[config.mk]
export PLATFORM = sky130hd
export DESIGN_NAME = pipe_gap_gen_flat
export DESIGN_NICKNAME = d
export VERILOG_FILES = /design/src/rtl/pipe_gap_gen_if.sv /design/src/rtl/pipe_gap_gen.sv /design/src/flat_wrapper.sv
export SDC_FILE = /design/constraint.sdc
export NUM_CORES = 1
export LEC_CHECK = 0
export BUFFER_PORTS_ARGS = -buffer_cell sky130_fd_sc_hd__buf_2
export CAP_MARGIN = 5
export CELL_PAD_IN_SITES_DETAIL_PLACEMENT = 1
export CELL_PAD_IN_SITES_GLOBAL_PLACEMENT = 1
export CORE_MARGIN = 3
export CORE_UTILIZATION = 42
export DETAILED_ROUTE_END_ITERATION = 6
export GPL_ROUTABILITY_DRIVEN = 0
export PLACE_DENSITY_LB_ADDON = 0.3
export SYNTH_ARGS = -nofsm -noshare
export SYNTH_HDL_FRONTEND = slang
export SYNTH_SLANG_ARGS = --single-unit
[constraint.sdc]
create_clock -name clk -period 2.4 [get_ports clk]
set_input_delay 0 -clock clk [delete_from_list [all_inputs] [get_ports clk]]
set_output_delay 0 -clock clk [all_outputs]
set_load 0.02 [all_outputs]
[src/rtl/pipe_gap_gen_if.sv]
// Pipe-drawing handshake between the game top level, the gap generator and
// the pipe renderer. All signals live in the pixel clock domain.
//   Start         game top -> generator : 1-cycle pulse, begin a new game
//   Status        game top -> generator : 1 = bird alive, 0 = collision
//   PipesPosition renderer -> generator : current pipe X
//   PipesLong     generator -> renderer : top-pipe gap height
//   NewPipe       generator -> renderer : pulse one cycle after PipesLong updates
//   Score         generator -> game top : BCD {tens,units}
//   ScoreStrobe   generator -> game top : pulse when Score increments
// master = generator side, slave = the surrounding consumers/producers.
interface pipe_gap_gen_if;
  logic        Start;
  logic        Status;
  logic [15:0] PipesPosition;
  logic [15:0] PipesLong;
  logic        NewPipe;
  logic [7:0]  Score;
  logic        ScoreStrobe;

  modport master (
    input  Start, Status, PipesPosition,
    output PipesLong, NewPipe, Score, ScoreStrobe
  );

  modport slave (
    output Start, Status, PipesPosition,
    input  PipesLong, NewPipe, Score, ScoreStrobe
  );
endinterface

[src/rtl/pipe_gap_gen.sv]
// Pipe gap generator: supplies the renderer with a pseudo-random top-pipe gap
// height each time the pipe re-enters at the right edge, detects the bird
// passing a pipe and keeps the 2-digit BCD score.
// Ports:
//   clk   - pixel clock, single domain
//   Reset - synchronous, active-high
//   bus   - pipe_gap_gen_if.master (Start, Status, PipesPosition in;
//           PipesLong, NewPipe, Score, ScoreStrobe out)
module pipe_gap_gen #(
  parameter logic [15:0] SEED   = 16'hACE1,
  parameter int          MIN_H  = 40,
  parameter int          SPAN   = 200,
  parameter int          DEF_H  = 140,
  parameter int          WRAP_X = 640,
  parameter int          BIRD_X = 200,
  parameter int          PIPE_W = 90
) (
  input logic            clk,
  input logic            Reset,
  pipe_gap_gen_if.master bus
);

  typedef enum logic [1:0] {WAIT_START, GEN, RUN, DEAD} state_t;

  state_t      state, nextState;
  logic [15:0] lfsr;
  logic [15:0] prevPos;
  logic        scored;

  logic wrap, pass;
  logic loadHeight, doScore, clrScore;

  // Right-shift Galois LFSR, taps x^16+x^14+x^13+x^11+1 (maximal length).
  function automatic logic [15:0] lfsrStep(input logic [15:0] v);
    return {1'b0, v[15:1]} ^ (v[0] ? 16'hB400 : 16'h0000);
  endfunction

  // Fold an 8-bit sample into 0..SPAN with a single conditional subtract,
  // then offset by MIN_H.
  function automatic logic [15:0] heightOf(input logic [7:0] s);
    logic [7:0] spanC;
    logic [7:0] f;
    spanC = 8'(SPAN);
    f = (s > spanC) ? (s - (spanC + 8'd1)) : s;
    return 16'(MIN_H) + {8'd0, f};
  endfunction

  // BCD increment saturating at 99.
  function automatic logic [7:0] bcdInc(input logic [7:0] v);
    if (v == 8'h99)
      return v;
    else if (v[3:0] == 4'd9)
      return {v[7:4] + 4'd1, 4'd0};
    else
      return {v[7:4], v[3:0] + 4'd1};
  endfunction

  // Event detection against the previous position; 17-bit sums avoid overflow.
  always_comb begin
    wrap = (bus.PipesPosition == 16'(WRAP_X)) && (prevPos != 16'(WRAP_X));
    pass = (({1'b0, bus.PipesPosition} + 17'(PIPE_W)) < 17'(BIRD_X)) &&
           (({1'b0, prevPos} + 17'(PIPE_W)) >= 17'(BIRD_X)) &&
           !scored;
  end

  // The height is loaded on the edge that enters GEN, so PipesLong is
  // already valid during the GEN cycle and NewPipe follows one cycle later.
  always_comb begin
    nextState  = state;
    loadHeight = 1'b0;
    doScore    = 1'b0;
    clrScore   = 1'b0;
    case (state)
      WAIT_START: begin
        if (bus.Start) begin
          nextState  = GEN;
          loadHeight = 1'b1;
        end
      end
      GEN: begin
        nextState = RUN;
      end
      RUN: begin
        // Death outranks wrap and pass; wrap outranks pass.
        if (!bus.Status) begin
          nextState = DEAD;
        end else if (wrap) begin
          nextState  = GEN;
          loadHeight = 1'b1;
        end else if (pass) begin
          doScore = 1'b1;
        end
      end
      DEAD: begin
        if (bus.Start) begin
          nextState  = GEN;
          loadHeight = 1'b1;
          clrScore   = 1'b1;
        end
      end
      default: begin
        nextState = WAIT_START;
      end
    endcase
  end

  always_ff @(posedge clk) begin
    if (Reset) begin
      state           <= WAIT_START;
      lfsr            <= SEED;
      prevPos         <= 16'(WRAP_X);
      scored          <= 1'b0;
      bus.PipesLong   <= 16'(DEF_H);
      bus.Score       <= 8'h00;
      bus.NewPipe     <= 1'b0;
      bus.ScoreStrobe <= 1'b0;
    end else begin
      state           <= nextState;
      lfsr            <= lfsrStep(lfsr);
      prevPos         <= bus.PipesPosition;
      bus.NewPipe     <= (state == GEN);
      bus.ScoreStrobe <= doScore && (bus.Score != 8'h99);

      if (loadHeight)
        bus.PipesLong <= heightOf(lfsr[7:0]);

      if (loadHeight)
        scored <= 1'b0;
      else if (doScore)
        scored <= 1'b1;

      if (clrScore)
        bus.Score <= 8'h00;
      else if (doScore)
        bus.Score <= bcdInc(bus.Score);
    end
  end

endmodule

[src/flat_wrapper.sv]
// flat-port wrapper written by rule: the top's interface ports become plain ports
module pipe_gap_gen_flat 
#(
  parameter logic [15:0] SEED   = 16'hACE1,
  parameter int          MIN_H  = 40,
  parameter int          SPAN   = 200,
  parameter int          DEF_H  = 140,
  parameter int          WRAP_X = 640,
  parameter int          BIRD_X = 200,
  parameter int          PIPE_W = 90
)
  (clk, Reset, bus_Start, bus_Status, bus_PipesPosition, bus_PipesLong, bus_NewPipe, bus_Score, bus_ScoreStrobe);
  pipe_gap_gen_if bus_i ();
  input logic clk;
  input logic Reset;
  input wire logic [$bits(bus_i.Start)-1:0] bus_Start;
  input wire logic [$bits(bus_i.Status)-1:0] bus_Status;
  input wire logic [$bits(bus_i.PipesPosition)-1:0] bus_PipesPosition;
  output wire logic [$bits(bus_i.PipesLong)-1:0] bus_PipesLong;
  output wire logic [$bits(bus_i.NewPipe)-1:0] bus_NewPipe;
  output wire logic [$bits(bus_i.Score)-1:0] bus_Score;
  output wire logic [$bits(bus_i.ScoreStrobe)-1:0] bus_ScoreStrobe;
  assign bus_i.Start = bus_Start;
  assign bus_i.Status = bus_Status;
  assign bus_i.PipesPosition = bus_PipesPosition;
  assign bus_PipesLong = bus_i.PipesLong;
  assign bus_NewPipe = bus_i.NewPipe;
  assign bus_Score = bus_i.Score;
  assign bus_ScoreStrobe = bus_i.ScoreStrobe;
  pipe_gap_gen #(.SEED(SEED), .MIN_H(MIN_H), .SPAN(SPAN), .DEF_H(DEF_H), .WRAP_X(WRAP_X), .BIRD_X(BIRD_X), .PIPE_W(PIPE_W)) u_core (.clk(clk), .Reset(Reset), .bus(bus_i));
endmodule
==> results of run 1 <==
critical path: stages, from the launching register on:
cell and delay, ns:
dfxtp_1 0.39, a211o_1 0.31, a21o_1 0.25, a211oi_1 0.40
o221a_2 0.36, a21oi_4 0.09, buf_6 0.15, buf_4 0.12
o21a_1 0.15
routing by layer:
metal,global-route usage (%),up-vias
met1,23.43,1093
met3,4.809,15
met5,0,-
met2,36.80,43
met4,6.140,0
li1,-,1109
sequential cells by signal (all words and copies together), names as in the netlist:
| register | cells |
|---|---|
| u_core.scored | 1 |
| u_core.bus.ScoreStrobe | 1 |
| u_core.lfsr | 16 |
| u_core.prevPos | 16 |
| u_core.bus.Score | 8 |
| u_core.bus.PipesLong | 9 |
| u_core.bus.NewPipe | 1 |
| u_core.state | 2 |
timing repair:
action / 4_1_cts / 5_1_grt
endpoints found under the setup margin: 0 / 13
hold endpoints to repair: 16 / 0
gates resized for setup: 0 / 14
hold buffers: 16 / 0
buffers inserted: 0 / 2
stage by stage:
stage / cells / TNS (ns) / hold slack [ns] / total power, mW / worst slack [ns]
5_1_grt: 418 / -0.07406 / 0.08341 / 2.403 / -0.03745
2_1_floorplan: 290 / 0 / 0.1066 / 1.500 / 0.1574
3_5_place_dp: 394 / 0 / 0.2269 / 1.685 / 0.08785
4_1_cts: 418 / 0 / 0.04990 / 2.244 / 0.006666
6_report: 418 / 0 / 0.06781 / 2.256 / 0.09122
3_3_place_gp: 394 / 0 / 0.2282 / 1.660 / 0.1545
where the power goes:
group / leakage, nW / switching (mW) / total, mW / internal (mW)
combinational: 0.838 / 0.376 / 0.646 / 0.271
sequential: 0.447 / 0.0765 / 1.08 / 0.999
clock: 0.0491 / 0.318 / 0.533 / 0.215
final cells by class:
| class | instances | area [um^2] |
|---|---|---|
| Clock buffer | 5 | 68.82 |
| Clock inverter | 3 | 26.28 |
| Fill cell | 692 | 2556 |
| Inverter | 9 | 33.78 |
| Multi-Input combinational cell | 212 | 1421 |
| Sequential cell | 54 | 1082 |
| Tap cell | 72 | 90.09 |
| Timing Repair Buffer | 63 | 430.4 |
cell usage in the layout, fill, tap and decap left out, types with 8 or more instances in the layout:
master	n
a21oi_1	9
buf_2	36
xnor2_1	13
dlygate4sd3_1	16
nor2b_1	23
nor3_1	8
inv_1	8
buf_4	9
dfxtp_1	53
nor2_1	25
nand2_1	27
ha_1	8
cells by family after synthesis:
| logic type | after synthesis |
|---|---|
| AND/OR/NAND/NOR | 120 |
| buffers and inverters | 24 |
| flip-flops | 54 |
| multiplexers | 3 |
| AO/OA/AOI/OAI | 58 |
| adder cells (fa/ha/maj) | 9 |
| other | 1 |
| XOR/XNOR | 15 |
worst max-delay path by stage:
stage | startpoint | slack, ns | endpoint | cells after the start
after global placement | u_core.prevPos[1]$_SDFF_PP0_ | 0.15 | u_core.bus.Score[3]$_SDFFE_PP0P_ | 9
after floorplan | u_core.lfsr[0]$_SDFF_PP1_ | 0.16 | u_core.bus.PipesLong[5]$_SDFFE_PP0P_ | 12
after detailed placement | u_core.prevPos[1]$_SDFF_PP0_ | 0.09 | u_core.bus.Score[3]$_SDFFE_PP0P_ | 9
after global routing | u_core.prevPos[3]$_SDFF_PP0_ | -0.04 | u_core.bus.Score[1]$_SDFFE_PP0P_ | 8
final | u_core.prevPos[3]$_SDFF_PP0_ | 0.09 | u_core.scored$_SDFFE_PP0P_ | 8
after CTS | bus_PipesPosition[13] | 0.007 | u_core.bus.Score[3]$_SDFFE_PP0P_ | 10
==> impl_metrics.yaml, run 1 <==
power:
  leakage_nw: 1.334
  pwr_density_cell_nw_per_um2: 715.4
  ir_drop_mv: 0.4280
floorplan:
  row_count: 27
  die_y_um: 84.15
  pin_count: 46
  die-area_um2: 7080
  core_area_um2: 5709
  initial_core_util_pct: 44.93
  die_w_um: 84.15
detailed_routing:
  first_pass_iters: 4
  wirelength_mm: 6.969
  wl_per_cell_um: 16.67
  viasPerCell: 5.407
  drc: 0
  dr.first_iter.drc_count: 61
  ant_nets: 0
  route.met2.wl_mm: 3.605
  vias: 2260
  wl_met1_mm: 2.962
  wl_met3_um: 245
  top_layer: "met4"
place:
  portBuffers: 38
  place_area_um2: 2844
  dp_hpwl_mm: 4.688
logic_synthesis:
  synth_top_family_by_area: "simple AND/OR/NAND/NOR gates"
  yosys.area_share.adder_pct: 4.390
  synthFlopType: "dfxtp_1"
  yosys.area.top_type_share_pct: 42.15
  synth_cells: 284
  yosysTopAreaCell: "dfxtp_1"
  synthXorXnorAreaFrac_pct: 5.122
  syn_area_per_cell_um2: 9.032
  synth.cell_area_um2: 2565
  synth_enable_flop_cells: 0
  ys_top_cells_by_count: "dfxtp_1, nand2_1, nor2_1"
  yosys-top-cells-area: "dfxtp_1, nor2b_1, xnor2_1, ha_1, nand2_1"
  yosysMostFrequentCell: "dfxtp_1"
  synth-simple-area-share_pct: 24.93
  muxShareOfSynthArea_pct: 1.171
  ys_seq_elements: 54
  async_flop_share_pct: 0
  synthDistinctLibCells: 55
  synth_compound_area_share_pct: 17.22
  seq_area_frac_synth_pct: 42.15
  synth_warnings: 0
timing:
  report.final.slew_viol_count: 0
  period_needed_ns: 2.309
  clock_skew_ns: 0.007950
  timing_hold_violations_final: 0
  setup_viol: 0
  fmax_ghz: 0.4331
  finalCritPeriodShare_pct: 96.20
critical_path:
  startpoint_type: "flip-flop"
  critical_path_class: "flip-flop to flip-flop"
  worstSetupEndpointType: "flip-flop"
  crit_arrival_ns: 2.52
  rr_worst_depth: 8
  crit_fanout: 8
  reg2reg_to: "u_core.scored$_SDFFE_PP0P_"
  cp_data_required_time_ns: 2.62
  r2r-start: "u_core.prevPos[3]$_SDFF_PP0_"
  rrSetupSlack_ns: 0.09
layout:
  final_util_pct: 55.23
  fin_area_um2: 3153
  num-nets-final: 374
  diodes: 0
  drive_gt1_share_pct: 22.83
  syn2layout_area_growth_pct: 22.93
min_path:
  hold-path-endpoint: "u_core.state[1]$_SDFFE_PP0P_"
  min_path_cells: 4
  hold_path_class: "input port to flip-flop"
  hp-start: "bus_Status"
global_routing:
  grt_usage_pct: 20.26
  grt_pass1_vias: 2362
  antenna_found_initial: 0
  grt_overflow: 0
  grt_pass1_wl_mm: 11.61
  grt_max_degree: 38
clock_tree:
  clkLatencyLatePin_ns: 0.31
  htreeDepth: 2
  cts_buffers: 5
  tritoncts: "yes"
  numClockSinks: 54
  clockBufferDepth: 2
  clk_pin_slew_ns: 0.10
  root_buffer: "clkbuf_8"
job:
  maxCapViolCount: 0
run_status:
  outcome: "complete, no violations"
Note: power is estimated with default switching activity, not from simulation.
==> run 2, diff against run 1 <==
--- a/config.mk
+++ b/config.mk
@@ -15,2 +15,3 @@
 export GPL_ROUTABILITY_DRIVEN = 0
+export HOLD_SLACK_MARGIN = 0.03
 export PLACE_DENSITY_LB_ADDON = 0.3
==> constraint.sdc (replaced) <==
create_clock -name clk -period 2.4 [get_ports clk]
set_input_delay 0.12 -clock clk [delete_from_list [all_inputs] [get_ports clk]]
set_output_delay 0.12 -clock clk [all_outputs]
set_load 0.02 [all_outputs]
==> run 2 against run 1 <==
Compared with the run above:
- utilization decreased by 2.6 points
- count of clock-buffer cells in the layout unchanged
- setup slack improved by 0.055 ns
- flip-flop and latch count unchanged
- maximum frequency increased by 2.4%
- cell count decreased by 3.1%
- global-route usage decreased by 1.9 points
- cell area decreased by 4.7%
- clock power increased by 5.3%
- sequential power about the same
==> impl_metrics.yaml, run 2 (synthesis gave the netlist of run 1 again) <==
power:
  clkPwrFrac_pct: 25.0
  switching_share_pct: 34.36
  ir_drop_mv: 0.3991
  comb_power_share_pct: 27.1
  leakage_nw: 1.274
  p_switching_mw: 0.7693
  pwr_density_cell_nw_per_um2: 745.0
  p_int_mw: 1.470
  seq_power_share_pct: 47.8
layout:
  final_cell_mix: "dfxtp_1, buf_2, nand2_1"
  largestRegisters: "u_core.lfsr (16), u_core.prevPos (16), u_core.bus.PipesLong (9)"
  num-nets-final: 361
  final_util_pct: 52.64
  final_common_cell: "dfxtp_1"
  syn2layout_area_growth_pct: 17.17
  drive_gt1_share_pct: 23.42
  multi_input_area_um2: 1414
  seqCellArea_um2: 1081
  diodes: 0
  fillers: 701
floorplan:
  die_y_um: 84.15
  core_area_um2: 5709
  row_count: 27
  initial_core_util_pct: 44.93
  die-area_um2: 7080
  die_w_um: 84.15
  pin_count: 46
clock_tree:
  cts_buffers: 5
  tritoncts: "yes"
  htreeDepth: 2
  clkLatencyLatePin_ns: 0.32
  root_buffer: "clkbuf_8"
  clk_pin_slew_ns: 0.11
  clockBufferDepth: 2
  numClockSinks: 54
critical_path:
  crit_arrival_ns: 2.48
  crit_fanout: 8
  r2r-start: "u_core.prevPos[3]$_SDFF_PP0_"
  cpLargestDelayFamily: "simple AND/OR/NAND/NOR gates"
  startpoint_type: "flip-flop"
  worstSetupEndpointType: "flip-flop"
  rr_worst_depth: 8
  slowest_delay_ns: 0.42
  rrSetupSlack_ns: 0.15
  critPathBufInv: 1
  cp_cell_sequence: "nor4_1 -> nand4_1 -> and4_1 -> or3_4 -> a21oi_4 -> buf_6 -> a31oi_1 -> a21o_1"
  path_depth: 8
  critical_path_class: "flip-flop to flip-flop"
  cpMaxStageDelayCell: "or3_4"
  cp_data_required_time_ns: 2.63
  startpoint: "u_core.prevPos[3]$_SDFF_PP0_"
timing:
  report.final.slew_viol_count: 0
  setup_viol: 0
  fin_tns_setup_ns: 0
  finalCritPeriodShare_pct: 93.91
  timing_hold_violations_final: 0
  period_needed_ns: 2.254
  fmax_ghz: 0.4437
  setup_ws_ns: 0.1462
  clock_skew_ns: 0.003400
  worst_pin_slew_ns: 0.5381
  relSlewSlack_pct: 63.20
detailed_routing:
  first_pass_iters: 4
  drc: 0
  wl_per_cell_um: 15.62
  dr.first_iter.drc_count: 57
  vias: 2186
  ant_nets: 0
  viasPerCell: 5.398
  wirelength_mm: 6.325
global_routing:
  grt_pass1_wl_mm: 10.58
  grt_max_degree: 38
  grt_pass1_vias: 2235
  grt_usage_pct: 18.39
  antenna_found_initial: 0
  grt_overflow: 0
place:
  portBuffers: 38
  dp_hpwl_mm: 4.718
  place_ws_ns: 0.04719
min_path:
  hp-start: "bus_PipesPosition[13]"
  min_path_cells: 2
  hold_path_class: "input port to flip-flop"
job:
  maxCapViolCount: 0
run_status:
  outcome: "complete, no violations"
## run 2: changes by cell type in the layout (fill, tap and decap cells not counted), sizes merged
cell and change:
dlygate4sd3 -14, buf +1
## run 2: path summary, 6_finish.rpt
check / end
worst max register to register: u_core.bus.Score[3]$_SDFFE_PP0P_
worst min-delay path: u_core.prevPos[13]$_SDFF_PP0_
worst max-delay path: u_core.bus.Score[3]$_SDFFE_PP0P_
worst min register to register: u_core.lfsr[11]$_SDFF_PP1_
## run 2: per-layer routing
metal | GRT usage (%) | wire, um | up-vias
met5 | 0 | 0 | -
met3 | 4.612 | 231 | 14
li1 | - | - | 1079
met4 | 5.994 | 153 | 0
met2 | 32.71 | 3145 | 38
met1 | 21.51 | 2794 | 1055
## run 2: power by group through the flow
stage,Combinational (mW),Sequential [mW],Clock [mW]
floorplan,0.354,1.15,0
global placement,0.585,1.09,0
detailed placement,0.601,1.09,0
CTS,0.610,1.07,0.571
global route,0.678,1.09,0.618
finish,0.607,1.07,0.561
## run 2: stage by stage
step / instance area [um^2] / total power [mW] / hold WS, ns / cells
floorplan: 2587 / 1.500 / 0.2266 / 290
global placement: 2851 / 1.675 / 0.3543 / 395
detailed placement: 2851 / 1.692 / 0.3667 / 395
CTS: 2965 / 2.254 / 0.03173 / 404
global route: 3005 / 2.383 / 0.03290 / 405
finish: 3005 / 2.239 / 0.03016 / 405
## run 2: layout make-up
type                    count  share of cell area [%]
inverters                   9                   1.124
repair buffers             50                   9.617
clock inverters             3                  0.9575
clock buffers               5                   2.290
flip-flops and latches     54                   35.97
multi-input cells         212                   47.04
well taps                  72                   2.998
## run 2: what timing repair did
action                                 4_1_cts  5_1_grt
endpoints found under the hold margin        1        1
buffers inserted                             0        0
pin swaps                                    0        1
gates resized for setup                      1        8
setup endpoints to repair                    2        7
hold buffers                                 1        1
